File: src/rtl/mem_port_arbiter.sv
// Arbitrates NUM_PORTS requesters onto one memory read/write port, one grant per cycle.
// Fixed priority by default; define MEM_ARB_ROUND_ROBIN_EN for round-robin arbitration.
module mem_port_arbiter #(
    parameter int unsigned NUM_PORTS  = 2,
    parameter int unsigned ADDR_WIDTH = 11,
    parameter int unsigned DATA_WIDTH = 32
) (
    input  logic                                clk,
    input  logic                                rst_n,
    input  logic [NUM_PORTS-1:0]                req_valid,
    input  logic [NUM_PORTS-1:0]                req_wr,
    input  logic [NUM_PORTS*(ADDR_WIDTH-2)-1:0] req_addr,
    input  logic [NUM_PORTS*DATA_WIDTH-1:0]     req_wdata,
    output logic [NUM_PORTS-1:0]                req_ready,
    output logic [NUM_PORTS-1:0]                rsp_valid,
    output logic [DATA_WIDTH-1:0]               rsp_rdata,
    output logic [ADDR_WIDTH-3:0]               mem_raddr,
    output logic [ADDR_WIDTH-3:0]               mem_waddr,
    output logic                                mem_rden,
    output logic                                mem_wren,
    output logic [DATA_WIDTH-1:0]               mem_wdata,
    input  logic [DATA_WIDTH-1:0]               mem_rdata,
    output logic [31:0]                         contention_cnt
);

    localparam int unsigned AW = ADDR_WIDTH - 2;
    localparam int unsigned DW = DATA_WIDTH;

    logic [NUM_PORTS-1:0] grant;
    logic                 any_grant;
    logic                 found;
    logic                 sel_wr;
    logic [AW-1:0]        sel_addr;
    logic [DW-1:0]        sel_wdata;
    logic                 contended;

    logic [NUM_PORTS-1:0] rsp_valid_q;
    logic [DW-1:0]        rsp_rdata_q;
    logic [31:0]          cnt_q;

`ifdef MEM_ARB_ROUND_ROBIN_EN
    localparam int unsigned PW = (NUM_PORTS > 1) ? $clog2(NUM_PORTS) : 1;

    logic [PW-1:0] ptr_q;
    logic [PW-1:0] ptr_d;
    int            rot;

    // Walk ports in order ptr, ptr+1, ... (wrapping); the first valid one wins.
    always_comb begin
        grant = '0;
        ptr_d = ptr_q;
        found = 1'b0;
        rot   = 0;
        if (rst_n) begin
            for (int k = 0; k < int'(NUM_PORTS); k++) begin
                rot = int'(ptr_q) + k;
                if (rot >= int'(NUM_PORTS)) begin
                    rot = rot - int'(NUM_PORTS);
                end
                for (int i = 0; i < int'(NUM_PORTS); i++) begin
                    if (!found && (i == rot) && req_valid[i]) begin
                        found    = 1'b1;
                        grant[i] = 1'b1;
                        ptr_d    = (i == int'(NUM_PORTS) - 1) ? '0 : PW'(i + 1);
                    end
                end
            end
        end
    end

    always_ff @(posedge clk or negedge rst_n) begin
        if (!rst_n) begin
            ptr_q <= '0;
        end else begin
            ptr_q <= ptr_d;
        end
    end
`else
    // Lowest valid index wins.
    always_comb begin
        grant = '0;
        found = 1'b0;
        if (rst_n) begin
            for (int i = 0; i < int'(NUM_PORTS); i++) begin
                if (!found && req_valid[i]) begin
                    found    = 1'b1;
                    grant[i] = 1'b1;
                end
            end
        end
    end
`endif

    assign any_grant = |grant;
    assign req_ready = grant;

    // One-hot AND-OR mux: everything is zero when nothing is granted.
    always_comb begin
        sel_wr    = 1'b0;
        sel_addr  = '0;
        sel_wdata = '0;
        for (int i = 0; i < int'(NUM_PORTS); i++) begin
            sel_wr    = sel_wr    | (req_wr[i] & grant[i]);
            sel_addr  = sel_addr  | (req_addr[i*AW +: AW] & {AW{grant[i]}});
            sel_wdata = sel_wdata | (req_wdata[i*DW +: DW] & {DW{grant[i]}});
        end
    end

    assign mem_rden  = any_grant & ~sel_wr;
    assign mem_wren  = any_grant & sel_wr;
    assign mem_raddr = sel_addr & {AW{mem_rden}};
    assign mem_waddr = sel_addr & {AW{mem_wren}};
    assign mem_wdata = sel_wdata & {DW{mem_wren}};

    assign contended = ($countones(req_valid) > 1);

    always_ff @(posedge clk or negedge rst_n) begin
        if (!rst_n) begin
            rsp_valid_q <= '0;
            rsp_rdata_q <= '0;
            cnt_q       <= '0;
        end else begin
            rsp_valid_q <= grant;
            if (any_grant) begin
                rsp_rdata_q <= mem_rden ? mem_rdata : '0;
            end
            if (contended && (cnt_q != 32'hFFFF_FFFF)) begin
                cnt_q <= cnt_q + 32'd1;
            end
        end
    end

    assign rsp_valid      = rsp_valid_q;
    assign rsp_rdata      = rsp_rdata_q;
    assign contention_cnt = cnt_q;

endmodule

File: config.mk
export PLATFORM = sky130hd
export DESIGN_NAME = mem_port_arbiter
export DESIGN_NICKNAME = d
export VERILOG_FILES = /design/src/rtl/mem_port_arbiter.sv
export SDC_FILE = /design/constraint.sdc
export NUM_CORES = 1
export LEC_CHECK = 0
export CORE_MARGIN = 3
export CORE_UTILIZATION = 39
export DETAILED_ROUTE_END_ITERATION = 10
export PLACE_DENSITY = 0.87
export SLEW_MARGIN = 25
export SYNTH_ARGS = -nofsm -noshare
export SYNTH_HDL_FRONTEND = slang
export SYNTH_SLANG_ARGS = --single-unit
File: constraint.sdc
create_clock -name clk -period 5.05 [get_ports clk]
set_input_delay 1.01 -clock clk [delete_from_list [all_inputs] [get_ports clk]]
set_output_delay 1.01 -clock clk [all_outputs]
set_load 0.05 [all_outputs]
# --- Word-level counts from Yosys, hierarchy flattened ---
# Index checks and enable logic that the tools add are counted.
totals:
  ff_bits: 66
  in_bits: 120
  out_inout_bits: 120
  word_cells: 31
op_classes:
  add_sub_neg: 2
  order_cmp: 1
  eq_ne: 1
  mux: 5
  n_bitwise: 15
  reduce_logical: 4
op_table:
  columns: ["op", "n"]
  rows:
  - ["$and A32 B32 Y32", 3]
  - ["$and A9 B9 Y9", 4]
  - ["$add A32 B1 Y32 const B", 1]
  - ["$mux W32", 1]
  - ["$ne A32 B32 Y1 const B", 1]
  - ["$or A32 B32 Y32", 1]
  - ["$or A9 B9 Y9", 1]
  - ["$and A1 B1 Y1", 4]
  - ["$mux W1", 3]
  - ["$add A1 B1 Y2", 1]
  - ["$gt A2 B1 Y1 const B", 1]
  - ["$logic_and A1 B1 Y1", 2]
  - ["$mux W2", 1]
  - ["$reduce_or A2 Y1", 1]
  - ["$logic_not A1 Y1", 1]
  - ["$not A1 Y1", 1]
  - ["$or A1 B1 Y1", 1]

# --- Depth between registers and ports, before layout ---
# Gate-level depths: netlist of run 1.
logic_depth:
  ltp_word: 11
  depth_mapped: 7
  mapped_depth_nobuf: 6

# --- Least setup slack after synthesis of run 1 ---
# OpenSTA, ideal clock, no wires.
synth_timing:
  path_kind: "input -> output"
  startpoint: "input port req_valid[0]"
  endpoint: "output port mem_wdata[22]"
  arrival_time_ns: 2.863
  required_time_ns: 4.040
  setup_slack_ns: 1.177
  stages: 5
  path_buffers: 2
  path_cell_list: "and3b_1 > clkbuf_1 > clkbuf_1 > a22oi_1 > nor2_1"
synth_between:
  elab_chain_len: 10
  word_cells_on_any_way: 15
  cone_classes: "mux: 4; bitwise: 8; reduce/logical: 3"
synth_rtl:
  columns: ["item", "line", "source"]
  rows:
  - ["start, declared", "10", "input logic [NUM_PORTS-1:0] req_valid,"]
  - ["$mux W1 *", "85", "if (!found && req_valid[i]) begin"]
  - ["$mux W1 *", "83", "if (rst_n) begin"]
  - ["$logic_not A1 Y1 *", "85", null]
  - ["$logic_and A1 B1 Y1 *", "85", null]
  - ["$mux W1 *", "85", null]
  - ["$mux W2 *", "83", null]
  - ["net req_ready[1]", "14", "output logic [NUM_PORTS-1:0] req_ready,"]
  - ["$and A1 B1 Y1", "103", "sel_wr = sel_wr | (req_wr[i] & grant[i]);"]
  - ["$or A1 B1 Y1", "103", null]
  - ["$and A1 B1 Y1", "110", "assign mem_wren = any_grant & sel_wr;"]
  - ["$and A32 B32 Y32 *", "113", "assign mem_wdata = sel_wdata & {DW{mem_wren}};"]
  - ["end, declared", "21", "output logic [DATA_WIDTH-1:0] mem_wdata,"]
# Mark *: on every way through the listed nets, which the timed path passes. The rest lies on a longest branch. The select of a mux whose other input is x is not followed.

# --- Final worst setup path of run 1 ---
layout_timing:
  startpoint: "input port req_valid[1]"
  endpoint: "output port mem_wren"
layout_between:
  elab_chain_len: 6
  word_cells_on_any_way: 7
  cone_classes: "mux: 2; bitwise: 3; reduce/logical: 2"
layout_rtl:
  columns: ["item", "line", "source"]
  rows:
  - ["$logic_and A1 B1 Y1 *", "85", null]
  - ["$mux W1 *", "85", null]
  - ["$mux W2 *", "83", null]
  - ["$and A1 B1 Y1", "103", null]
  - ["$or A1 B1 Y1", "103", null]
  - ["$and A1 B1 Y1 *", "110", null]
  - ["end, declared", "20", "output logic mem_wren,"]
# Every way passes the cells marked *; elsewhere a longest branch is shown, timed or not.

==> results of run 1 <==
==> state kept, by name, summed over array words and instances (netlist names) <==
register,flops
contention_cnt,32
rsp_rdata,32
rsp_valid,2
==> layout make-up <==
class	instances	area [um^2]
fillers	586	2031
flip-flops and latches	66	1652
repair buffers	245	2928
clock buffers	9	123.9
inverters	3	11.26
clock inverters	7	101.3
multi-input cells	319	1782
well taps	108	135.1
==> cell families after synthesis <==
group / Yosys count / share of synthesized area
xor gates and xnor gates: 28 / 0.06906
buffers and inverters: 31 / 0.03700
DFF: 66 / 0.4651
AOI/OAI and AO/OA: 85 / 0.1522
and+or+nand+nor: 204 / 0.2699
adders and majority gates: 1 / 0.003523
muxes: 1 / 0.003171
==> path summary, 6_finish.rpt <==
path | start | end | depth (start not counted)
setup / recovery | req_valid[1] | mem_wren | 7
hold / removal | rsp_rdata[12] | rsp_rdata[12] | 2
setup reg to reg | contention_cnt[7] | contention_cnt[6] | 5
hold reg to reg | rsp_rdata[12] | rsp_rdata[12] | 2
max in group asynchronous | rst_n | contention_cnt[25] | 2
min in group asynchronous | rst_n | rsp_rdata[30] | 1
==> per-layer routing <==
metal,GRT usage,share of wire,up-vias
met2,0.4945,0.50,242
met4,0.1043,0.036,0
li1,-,-,1905
met5,0,0,-
met3,0.1164,0.11,45
met1,0.3313,0.35,1977
==> report_power, final <==
| part | total, mW | leakage, nW | internal [mW] | switching [mW] |
|---|---|---|---|---|
| clock network | 0.503 | 0.106 | 0.282 | 0.221 |
| registers | 0.643 | 0.862 | 0.584 | 0.0594 |
| logic | 0.648 | 1.79 | 0.257 | 0.391 |
| total | 1.79 | 2.76 | 1.12 | 0.672 |
==> critical path: cells and delay by family <==
| kind | cells | cell delay (ns) |
|---|---|---|
| AOI/OAI and AO/OA | 1 | 0.22 |
| and+or+nand+nor | 2 | 0.18 |
| buffers and inverters | 4 | 1.77 |
==> cells in the final DEF (no fill, tap or decap), drive strengths merged, types with 8 or more instances in the layout <==
master | synthesis | layout
clkbuf | 25 | 9
nand3 | 23 | 23
a22oi | 41 | 41
clkdlybuf4s50 | 0 | 186
xor2 | 8 | 8
and3 | 12 | 12
nor2 | 59 | 59
xnor2 | 20 | 20
nand4 | 11 | 11
dfrtp | 66 | 66
nand2 | 75 | 75
buf | 3 | 59
o21ai | 34 | 34
==> impl_table.tex, run 1 <==
\begin{tabular}{lr}
\hline
Metric & Value \\
\hline
\multicolumn{2}{l}{\textbf{STA}} \\
\quad Fraction of the cycle the final worst path needs & 0.8337 \\
\quad Final slew viol count & 0 \\
\quad Number of setup violations in the final report & 0 \\
\quad Tightest hold margin & approximately 0.48 ns \\
\quad Unrepaired setup endpoints after global routing & no \\
\quad Final setup margin & $\sim$0.84 ns \\
\quad Worst Max-Slew Pin Slew & 0.8379 ns \\
\quad Final hold violation count & 0 \\
\quad Headroom to the max-slew limit & 0.4362 \\
\quad Total negative slack for setup checks & 0 ns \\
\quad Peak clock frequency supported by timing & approximately 240 MHz \\
\quad Final period demand of the worst path & around 4.2 ns \\
\quad Worst Clk Skew & 0.006759 ns \\
\multicolumn{2}{l}{\textbf{Layout}} \\
\quad Post-Layout Cell Count & 757 \\
\quad Layout-stage area growth over the synthesis result & 89.61\% \\
\quad Core Util, Final & 0.7683 \\
\quad Fraction of final layout cells with drive strength greater than 1 & 0.1418 \\
\quad ANT cells & 0 \\
\quad Nets@finish & about 770 \\
\quad Final instance area & just under 7000 um\^{}2 \\
\multicolumn{2}{l}{\textbf{Route}} \\
\quad Via count normalized by instance count & around 5.5 \\
\quad Starting DRT DRC Count & 228 \\
\quad Via Count & roughly 4200 \\
\quad Total iterations of the first detailed-routing run & 6 \\
\quad Post-DR wirelength/cell & $\sim$20 um \\
\quad Number of antenna-violating nets in the routed design & 0 \\
\quad DRC Markers & 0 \\
\quad Wire length reported by the detailed router & $\sim$15000 um \\
\multicolumn{2}{l}{\textbf{Synthesis}} \\
\quad Mean cell area of the mapped netlist & between 8 and 9 um\^{}2 \\
\quad Most area-hungry cell type in the Yosys netlist & sky130\_fd\_sc\_hd\_\_dfrtp\_1 \\
\quad Synth warnings & 0 \\
\quad Gate Count Post-Synth & between 400 and 500 \\
\quad Most frequent cell after synthesis & sky130\_fd\_sc\_hd\_\_nand2\_1 \\
\quad Number of flops mapped to enable cells by yosys & 0 \\
\quad Area contributors post-synth & sky130\_fd\_sc\_hd\_\_dfrtp\_1 47\%, sky130\_fd\_sc\_hd\_\_a22oi\_1 8.7\%, sky130\_fd\_sc\_hd\_\_nand2\_1 7.9\%, sky130\_fd\_sc\_hd\_\_nor2\_1 6.2\%, sky130\_fd\_sc\_hd\_\_xnor2\_1 4.9\% \\
\quad Async S/R FF share, synth & 1.000 \\
\quad Top cell type's share of synthesized area & 0.4651 \\
\quad Post-synthesis register bit count & 66 \\
\quad Commonest cells in the synthesized netlist & 75 x sky130\_fd\_sc\_hd\_\_nand2\_1, 66 x sky130\_fd\_sc\_hd\_\_dfrtp\_1, 59 x sky130\_fd\_sc\_hd\_\_nor2\_1 \\
\quad Post-synthesis net count & $\sim$540 \\
\quad Area of the mapped netlist & between 3000 and 4000 um\^{}2 \\
\quad Seq/Total Area, Yosys & 0.4651 \\
\quad Number of distinct library cell variants in the gate-level netlist after synthesis & 36 \\
\quad Top flip-flop cell by instance count after synthesis & sky130\_fd\_sc\_hd\_\_dfrtp\_1 \\
\multicolumn{2}{l}{\textbf{Placed design}} \\
\quad Placement-stage cell area & around 6500 um\^{}2 \\
\quad GPL Wtd Cong & 0.9956 \\
\quad Dpl cells & approximately 740 \\
\quad Buffers added on ports & $\sim$240 \\
\quad Place WS & approximately 0.85 ns \\
\quad Half-perimeter wire length after placement & between 10000 and 15000 um \\
\multicolumn{2}{l}{\textbf{Die}} \\
\quad Initial standard-cell utilization of the core & 0.4052 \\
\quad Die X & approximately 100 um \\
\quad Number of top-level pins & 240 \\
\quad Number of placement rows & 34 \\
\quad Die area & about 10000 um\^{}2 \\
\quad Y dimension of the die & between 100 and 150 um \\
\quad Placeable core area & a little under 9000 um\^{}2 \\
\multicolumn{2}{l}{\textbf{Critical path}} \\
\quad Most used cell, CP & sky130\_fd\_sc\_hd\_\_clkdlybuf4s50\_1 \\
\quad List of cells traversed by the critical path & clkdlybuf4s50\_1 > nand2\_1 > o21ai\_0 > nand2\_2 > buf\_4 > inv\_1 > clkdlybuf4s50\_1 \\
\quad Arrival time at the worst endpoint & approximately 3.2 ns \\
\quad Setup slack, reg-to-reg & around 2.6 ns \\
\quad CP Data Required Time & 4.04 ns \\
\quad Critical Path Slowest Stage Cell & sky130\_fd\_sc\_hd\_\_clkdlybuf4s50\_1 \\
\quad Kind of capture point of the worst setup path & primary output \\
\quad Critical Path Fanout Max & between 40 and 50 \\
\quad Kind of start point of the critical path & primary input \\
\quad Largest stage delay on the critical path & 0.80 ns \\
\quad Critical path type & primary input to primary output \\
\multicolumn{2}{l}{\textbf{Run status}} \\
\quad Outcome & completed \\
\multicolumn{2}{l}{\textbf{Clock network}} \\
\quad Clock tree from TritonCTS & built \\
\quad Clock-pin slew on the worst setup and hold paths & 0.07 ns \\
\quad Number of buffers inserted by post-CTS setup repair & 0 \\
\quad Clock latency at the later pin of the worst-skew pair & 0.35 ns \\
\quad Cts bufs inserted & 9 \\
\quad Root buf cell & sky130\_fd\_sc\_hd\_\_clkbuf\_8 \\
\quad Number of buffers on the longest clock path & 2 \\
\quad Post-cts repair resize count & 0 \\
\quad Cts-stage hold buffer count & 0 \\
\quad H-tree lvl count & 3 \\
\quad CTS sink count & 66 \\
\multicolumn{2}{l}{\textbf{Global route}} \\
\quad Overall fraction of global-route tracks in use & 0.2911 \\
\quad Wire length of the first global-routing pass & 22760 um \\
\quad Number of antenna violations at the first check in global routing & 0 \\
\quad Via count of the first global-routing pass & approximately 4200 \\
\quad Maximum number of pins on one net before global-route repair & 65 \\
\quad Overflow left after global routing & 0 \\
\multicolumn{2}{l}{\textbf{Power}} \\
\quad Areal power density over the cells & between 200 and 300 nW/um\^{}2 \\
\quad Leakage & between 2 and 3 nW \\
\quad IR drop worst, VDD & about 140 uV \\
\quad Total power consumption of the routed design & about 1.8 mW \\
\multicolumn{2}{l}{\textbf{Worst hold path}} \\
\quad Type of the tightest min-delay check & flip-flop to flip-flop \\
\multicolumn{2}{l}{\textbf{Job}} \\
\quad Maximum capacitance violations & 0 \\
\hline
\end{tabular}
(Power assumes the default switching activity.)
==> run 2, diff against run 1 <==
--- a/config.mk
+++ b/config.mk
@@ -6,9 +6,9 @@
 export NUM_CORES = 1
 export LEC_CHECK = 0
 export CORE_MARGIN = 3
-export CORE_UTILIZATION = 39
+export CORE_UTILIZATION = 36
 export DETAILED_ROUTE_END_ITERATION = 10
-export PLACE_DENSITY = 0.87
+export PLACE_DENSITY = 0.81
 export SLEW_MARGIN = 25
 export SYNTH_ARGS = -nofsm -noshare
 export SYNTH_HDL_FRONTEND = slang
==> constraint.sdc (replaced) <==
create_clock -name clk -period 3.9 [get_ports clk]
set_input_delay 0.78 -clock clk [delete_from_list [all_inputs] [get_ports clk]]
set_output_delay 0.78 -clock clk [all_outputs]
set_load 0.05 [all_outputs]
==> run 2 against run 1 <==
Non-clock buffer count is 1 higher; global-route usage is 1.7 points lower; cell count is 3.0% higher; power is 29% higher; cell area is 1.5% higher; die area is 7.8% higher; critical endpoint is now mem_wdata[9].
==> impl_table.tex, run 2 (synthesized netlist as in run 1, its figures left out) <==
\begin{tabular}{lr}
\hline
Metric & Value \\
\hline
\multicolumn{2}{l}{\textbf{Critical path}} \\
\quad Kind of capture point of the worst setup path & primary output \\
\quad Critical Path Slowest Stage Cell & sky130\_fd\_sc\_hd\_\_clkdlybuf4s50\_1 \\
\quad Largest stage delay on the critical path & 0.59 ns (-0.21 ns) \\
\quad Cell class contributing the biggest share of worst-path delay & buffers and inverters \\
\quad List of cells traversed by the critical path & clkdlybuf4s50\_1 > nand2\_1 > o21ai\_0 > nand2\_2 > buf\_4 > nor2\_1 > buf\_12 \\
\quad Critical path type & primary input to primary output \\
\quad Kind of start point of the critical path & primary input \\
\quad Critical Path Fanout Max & 37 (-9.8\%) \\
\quad Total buffers and inverters traversed by the critical path & 3 (-1) \\
\quad Arrival time at the worst endpoint & 2.58 ns (-0.62 ns) \\
\quad CP Data Required Time & 3.12 ns (-0.92 ns) \\
\quad Worst reg2reg path depth & 5 (unchanged) \\
\quad Number of stages on the worst setup path & 7 (unchanged) \\
\multicolumn{2}{l}{\textbf{Clock network}} \\
\quad Clock-pin slew on the worst setup and hold paths & 0.08 ns (about the same) \\
\quad Cts-stage hold buffer count & 0 (unchanged) \\
\quad Number of buffers on the longest clock path & 2 (unchanged) \\
\quad Post-cts repair resize count & 0 (unchanged) \\
\quad Clock tree from TritonCTS & built \\
\quad H-tree lvl count & 3 (unchanged) \\
\quad CTS sink count & 66 (unchanged) \\
\quad Number of buffers inserted by post-CTS setup repair & 0 (unchanged) \\
\quad Root buf cell & sky130\_fd\_sc\_hd\_\_clkbuf\_8 \\
\quad Clock latency at the later pin of the worst-skew pair & 0.34 ns (about the same) \\
\quad Cts bufs inserted & 9 (unchanged) \\
\multicolumn{2}{l}{\textbf{Route}} \\
\quad Total iterations of the first detailed-routing run & 5 (-1) \\
\quad Wire length reported by the detailed router & 15480 um (+4.3\%) \\
\quad Starting DRT DRC Count & 217 (-4.8\%) \\
\quad Via count normalized by instance count & 5.288 (-4.0\%) \\
\quad Post-DR wirelength/cell & 19.84 um (+1.3\%) \\
\quad DRC Markers & 0 (unchanged) \\
\quad Via Count & 4125 (-1.1\%) \\
\quad Number of antenna-violating nets in the routed design & 0 (unchanged) \\
\multicolumn{2}{l}{\textbf{Layout}} \\
\quad Nets@finish & 766 (+0.13\%) \\
\quad Most frequent cells in the layout & 184 x sky130\_fd\_sc\_hd\_\_clkdlybuf4s50\_1, 74 x sky130\_fd\_sc\_hd\_\_nand2\_1, 66 x sky130\_fd\_sc\_hd\_\_dfrtp\_1, 59 x sky130\_fd\_sc\_hd\_\_nor2\_1, 56 x sky130\_fd\_sc\_hd\_\_buf\_12 \\
\quad Fraction of final layout cells with drive strength greater than 1 & 0.1446 (+0.002859) \\
\quad Post-Layout Cell Count & 780 (+3.0\%) \\
\quad Commonest non-fill, non-tap cell in the layout & sky130\_fd\_sc\_hd\_\_clkdlybuf4s50\_1 \\
\quad Core Util, Final & 0.7256 (-0.04269) \\
\quad Layout-stage area growth over the synthesis result & 92.39\% \\
\multicolumn{2}{l}{\textbf{STA}} \\
\quad Unrepaired setup endpoints after global routing & no \\
\quad Final slew viol count & 0 (unchanged) \\
\quad Fraction of the cycle the final worst path needs & 0.8610 \\
\quad Headroom to the max-slew limit & 0.4058 (-0.03040) \\
\quad Worst Max-Slew Pin Slew & 0.8831 ns (+0.04519 ns) \\
\quad Total negative slack for setup checks & 0 ns (unchanged) \\
\quad Peak clock frequency supported by timing & between 200 and 300 MHz \\
\quad Number of setup violations in the final report & 0 (unchanged) \\
\quad Worst Clk Skew & 0.005985 ns (-0.0007739 ns) \\
\quad Final hold violation count & 0 (unchanged) \\
\quad Final period demand of the worst path & $\sim$3.4 ns \\
\multicolumn{2}{l}{\textbf{Global route}} \\
\quad Via count of the first global-routing pass & 4177 (-0.36\%) \\
\quad Overflow left after global routing & 0 (unchanged) \\
\quad Maximum number of pins on one net before global-route repair & 65 (unchanged) \\
\quad Overall fraction of global-route tracks in use & 0.2737 (-0.01739) \\
\quad Wire length of the first global-routing pass & 23340 um (+2.6\%) \\
\quad Number of antenna violations at the first check in global routing & 1 (+1) \\
\multicolumn{2}{l}{\textbf{Power}} \\
\quad Areal power density over the cells & 338.8 nW/um\^{}2 (+27\%) \\
\quad Leakage & 2.792 nW (+1.0\%) \\
\quad IR drop worst, VDD & 230.1 uV (+60\%) \\
\multicolumn{2}{l}{\textbf{Placed design}} \\
\quad Half-perimeter wire length after placement & 12430 um (+3.9\%) \\
\quad Buffers added on ports & 239 (unchanged) \\
\quad GPL Wtd Cong & 0.8881 (-11\%) \\
\quad Dpl cells & 763 (+3.0\%) \\
\multicolumn{2}{l}{\textbf{Die}} \\
\quad Initial standard-cell utilization of the core & 0.3771 (-0.02805) \\
\quad Number of placement rows & 35 (+2.9\%) \\
\quad Die X & 105.3 um (+3.8\%) \\
\quad Die area & 11090 um\^{}2 (+7.8\%) \\
\quad Placeable core area & 9415 um\^{}2 (+7.4\%) \\
\quad Y dimension of the die & 105.3 um (+3.8\%) \\
\quad Number of top-level pins & 240 (unchanged) \\
\multicolumn{2}{l}{\textbf{Job}} \\
\quad Maximum capacitance violations & 0 (unchanged) \\
\multicolumn{2}{l}{\textbf{Run status}} \\
\quad Outcome & completed \\
\multicolumn{2}{l}{\textbf{Worst hold path}} \\
\quad Type of the tightest min-delay check & primary input to async pin \\
\hline
\end{tabular}
[run 2: cell types whose count changed in the layout (fill, tap and decap cells not counted)]
cell | before | now
sky130_fd_sc_hd__buf_12 | 50 | 56
sky130_fd_sc_hd__inv_6 | 2 | 1
sky130_fd_sc_hd__clkinvlp_4 | 2 | 1
sky130_fd_sc_hd__clkdlybuf4s50_1 | 186 | 184
sky130_fd_sc_hd__clkbuf_1 | 0 | 1
sky130_fd_sc_hd__clkinv_2 | 0 | 1
sky130_fd_sc_hd__diode_2 | 0 | 1
sky130_fd_sc_hd__buf_4 | 8 | 5
[run 2: path summary, 6_finish.rpt]
check	from	endpoint	slack [ns]
worst max-delay path	req_valid[1]	mem_wdata[9]	0.54
worst min-delay path	rst_n	rsp_rdata[27]	0.33
worst min register to register	rsp_rdata[17]	rsp_rdata[17]	0.48
worst max register to register	contention_cnt[4]	contention_cnt[6]	1.43
max in group asynchronous	rst_n	rsp_rdata[9]	2.72
min in group clk	rsp_rdata[17]	rsp_rdata[17]	0.48
[run 2: per-stage QoR]
step                      area, um^2  power, mW  hold WS [ns]  setup WS (ns)
after floorplan                 3551      1.272        0.4844         0.4871
after global placement          6611      1.672        0.4627         0.6786
after detailed placement        6611      1.690        0.4699         0.5594
after CTS                       6829      2.332        0.3219         0.5474
after global routing            6832      2.407        0.3379         0.4426
final                           6832      2.315        0.3338         0.5421
[run 2: cell type report]
| class | instances | area (um^2) |
|---|---|---|
| sequential | 66 | 1652 |
| fill | 695 | 2584 |
| timing repair buffer | 246 | 3005 |
| antenna | 1 | 2.502 |
| inverter | 3 | 11.26 |
| clock inverter | 6 | 90.09 |
| tap | 129 | 161.4 |
| clock buffer | 10 | 127.6 |
| multi-input combinational | 319 | 1782 |
[run 2: where the power goes]
part           switching, mW  leakage [nW]  total [mW]  internal [mW]
Combinational          0.506          1.82       0.847          0.341
Clock                  0.275         0.107       0.638          0.362
Sequential            0.0745         0.862       0.831          0.756
[run 2: routing by layer]
| metal | share of wire | vias to the layer above | GRT usage |
|---|---|---|---|
| li1 | - | 1911 | - |
| met1 | 0.35 | 1981 | 0.2972 |
| met2 | 0.53 | 204 | 0.4909 |
| met3 | 0.099 | 29 | 0.1078 |
| met4 | 0.019 | 0 | 0.07779 |
| met5 | 0 | - | 0 |
==> run 3, diff against run 2 <==
--- a/config.mk
+++ b/config.mk
@@ -8,7 +8,7 @@
 export CORE_MARGIN = 3
 export CORE_UTILIZATION = 36
 export DETAILED_ROUTE_END_ITERATION = 10
-export PLACE_DENSITY = 0.81
+export PLACE_DENSITY_LB_ADDON = 0.25
 export SLEW_MARGIN = 25
 export SYNTH_ARGS = -nofsm -noshare
 export SYNTH_HDL_FRONTEND = slang
==> run 3 against run 2 <==
Clock skew increased by 0.0075 ns; via count decreased by 3.2%; first-iteration DRC count increased by 17%; hold slack improved by 0.15 ns; combinational power about the same; global-route usage decreased by 2.2 points; die area unchanged; sequential share of layout area about the same; non-clock buffer count decreased by 1; core utilization decreased by 0.053 points; largest cell class unchanged; largest power group unchanged.
==> impl_table.tex, run 3 (synthesized netlist as in run 1, its figures left out) <==
\begin{tabular}{lr}
\hline
Metric & Value \\
\hline
\multicolumn{2}{l}{\textbf{STA}} \\
\quad Final slew viol count & 0 (unchanged) \\
\quad Unrepaired setup endpoints after global routing & no \\
\quad Final hold violation count & 0 (unchanged) \\
\quad Worst Clk Skew & 0.01348 ns (+0.007496 ns) \\
\quad Final period demand of the worst path & 3.277 ns (-0.08088 ns) \\
\quad Worst Max-Slew Pin Slew & 0.8545 ns (-0.02863 ns) \\
\quad Number of setup violations in the final report & 0 (unchanged) \\
\quad Total negative slack for setup checks & 0 ns (unchanged) \\
\quad Fraction of the cycle the final worst path needs & 0.8403 (-0.02074) \\
\quad Tightest hold margin & 0.4826 ns (+0.1487 ns) \\
\quad Headroom to the max-slew limit & 0.4251 (+0.01926) \\
\quad Peak clock frequency supported by timing & 305.2 MHz (+2.5\%) \\
\multicolumn{2}{l}{\textbf{Clock network}} \\
\quad Number of buffers on the longest clock path & 2 (unchanged) \\
\quad Cts-stage hold buffer count & 0 (unchanged) \\
\quad CTS sink count & 66 (unchanged) \\
\quad Clock latency at the later pin of the worst-skew pair & 0.34 ns (about the same) \\
\quad Cts bufs inserted & 9 (unchanged) \\
\quad Clock tree from TritonCTS & built \\
\quad Number of buffers inserted by post-CTS setup repair & 0 (unchanged) \\
\quad Root buf cell & sky130\_fd\_sc\_hd\_\_clkbuf\_8 \\
\quad Clock-pin slew on the worst setup and hold paths & 0.06 ns (-0.02 ns) \\
\quad Post-cts repair resize count & 0 (unchanged) \\
\quad H-tree lvl count & 3 (unchanged) \\
\multicolumn{2}{l}{\textbf{Critical path}} \\
\quad Most used cell, CP & sky130\_fd\_sc\_hd\_\_buf\_12 \\
\quad Critical path type & primary input to primary output \\
\quad Kind of start point of the critical path & primary input \\
\quad Startpoint of the worst-slack reg-to-reg timing path & contention\_cnt[13] \\
\quad Destination of the worst register-to-register timing path & contention\_cnt[6] \\
\quad Worst reg2reg path depth & 5 (unchanged) \\
\quad List of cells traversed by the critical path & clkdlybuf4s50\_1 > and3b\_1 > buf\_12 > a22oi\_1 > nor2\_1 > buf\_12 \\
\quad Critical Path Slowest Stage Cell & sky130\_fd\_sc\_hd\_\_clkdlybuf4s50\_1 \\
\quad CP Data Required Time & 3.12 ns (about the same) \\
\quad Critical Path Fanout Max & 43 (+16\%) \\
\quad Setup slack, reg-to-reg & 1.47 ns (+0.04 ns) \\
\quad Arrival time at the worst endpoint & 2.50 ns (-0.08 ns) \\
\quad Largest stage delay on the critical path & 0.62 ns (+0.03 ns) \\
\quad Kind of capture point of the worst setup path & primary output \\
\multicolumn{2}{l}{\textbf{Route}} \\
\quad Via count normalized by instance count & 5.119 (-3.2\%) \\
\quad Post-DR wirelength/cell & 18.29 um (-7.8\%) \\
\quad Via Count & 3993 (-3.2\%) \\
\quad Starting DRT DRC Count & 253 (+17\%) \\
\quad DRC Markers & 0 (unchanged) \\
\quad Number of antenna-violating nets in the routed design & 0 (unchanged) \\
\quad Wire length reported by the detailed router & 14270 um (-7.8\%) \\
\quad Total iterations of the first detailed-routing run & 4 (-1) \\
\multicolumn{2}{l}{\textbf{Die}} \\
\quad Number of placement rows & 35 (unchanged) \\
\quad Die X & 105.3 um (unchanged) \\
\quad Y dimension of the die & 105.3 um (unchanged) \\
\quad Placeable core area & 9415 um\^{}2 (unchanged) \\
\quad Initial standard-cell utilization of the core & 0.3771 (unchanged) \\
\quad Number of top-level pins & 240 (unchanged) \\
\quad Die area & 11090 um\^{}2 (unchanged) \\
\multicolumn{2}{l}{\textbf{Run status}} \\
\quad Outcome & completed \\
\multicolumn{2}{l}{\textbf{Global route}} \\
\quad Via count of the first global-routing pass & 4126 (-1.2\%) \\
\quad Maximum number of pins on one net before global-route repair & 67 (+3.1\%) \\
\quad Overall fraction of global-route tracks in use & 0.2521 (-0.02163) \\
\quad Wire length of the first global-routing pass & 21920 um (-6.1\%) \\
\quad Overflow left after global routing & 0 (unchanged) \\
\quad Number of antenna violations at the first check in global routing & 2 (+1) \\
\multicolumn{2}{l}{\textbf{Job}} \\
\quad Maximum capacitance violations & 0 (unchanged) \\
\multicolumn{2}{l}{\textbf{Power}} \\
\quad Leakage & 2.787 nW (-0.17\%) \\
\quad Areal power density over the cells & 337.3 nW/um\^{}2 (-0.46\%) \\
\quad IR drop worst, VDD & 173.4 uV (-25\%) \\
\multicolumn{2}{l}{\textbf{Layout}} \\
\quad Nets@finish & 765 (-0.13\%) \\
\quad Fraction of final layout cells with drive strength greater than 1 & 0.1433 (-0.001318) \\
\quad Most frequent cells in the layout & 184 x sky130\_fd\_sc\_hd\_\_clkdlybuf4s50\_1, 74 x sky130\_fd\_sc\_hd\_\_nand2\_1, 66 x sky130\_fd\_sc\_hd\_\_dfrtp\_1, 59 x sky130\_fd\_sc\_hd\_\_nor2\_1, 56 x sky130\_fd\_sc\_hd\_\_buf\_12 \\
\quad Layout-stage area growth over the synthesis result & 92.25\% (about the same) \\
\quad Commonest non-fill, non-tap cell in the layout & sky130\_fd\_sc\_hd\_\_clkdlybuf4s50\_1 \\
\multicolumn{2}{l}{\textbf{Worst hold path}} \\
\quad Type of the tightest min-delay check & flip-flop to flip-flop \\
\quad Worst hold path cell count & 2 \\
\quad Worst hold start & rsp\_rdata[31] \\
\quad End of the worst hold path & rsp\_rdata[31] \\
\multicolumn{2}{l}{\textbf{Placed design}} \\
\quad Half-perimeter wire length after placement & 11360 um (-8.7\%) \\
\quad Buffers added on ports & 239 (unchanged) \\
\quad GPL Wtd Cong & 0.8869 (-0.14\%) \\
\hline
\end{tabular}
==> run 3: changes by cell type in the layout (fill, tap and decap cells not counted), sizes merged <==
cell | before | now
diode | 1 | 2
buf | 62 | 61
==> run 3: final cells by class <==
type / count / area, um^2
Sequential cell: 66 / 1652
Fill cell: 701 / 2589
Clock inverter: 6 / 90.09
Inverter: 3 / 11.26
Multi-Input combinational cell: 319 / 1782
Tap cell: 129 / 161.4
Antenna cell: 2 / 5.005
Clock buffer: 10 / 127.6
Timing Repair Buffer: 245 / 2998
==> run 3: worst max-delay path, delay by kind of cell <==
family | cells | cell delay (ns)
AO/OA/AOI/OAI | 1 | 0.32
AND/OR/NAND/NOR | 2 | 0.39
buffers and inverters | 3 | 0.99
==> run 3: how the worst max path moves through the flow <==
stage	startpoint	end	slack [ns]	cells past startpoint
6_report	req_valid[0]	mem_wdata[19]	0.62	6
3_3_place_gp	req_valid[1]	mem_wdata[19]	0.70	7
5_1_grt	req_valid[1]	mem_waddr[2]	0.55	7
3_5_place_dp	req_valid[1]	mem_wdata[19]	0.66	7
4_1_cts	req_valid[1]	mem_waddr[5]	0.64	7
2_1_floorplan	req_valid[0]	mem_wdata[22]	0.49	5
==> run 3: report_power, final <==
group | internal (mW) | switching [mW]
clock network | 0.362 | 0.271
logic | 0.340 | 0.507
registers | 0.756 | 0.0656
==> run 3: metal layers <==
layer	global-route usage	wire length [um]
met4	0.1218	646
met3	0.1017	1409
met1	0.2606	4778
met5	0	0
met2	0.4413	7431
==> run 3: through the flow <==
step	std cells	setup slack [ns]	utilization	power [mW]	cell area (um^2)
after global placement	762	0.6980	0.7014	1.672	6604
final	780	0.6230	0.7251	2.302	6827
after CTS	778	0.6435	0.7245	2.322	6822
after floorplan	416	0.4871	-	1.272	3551
after detailed placement	762	0.6591	0.7014	1.684	6604
after global routing	779	0.5467	0.7248	2.398	6824
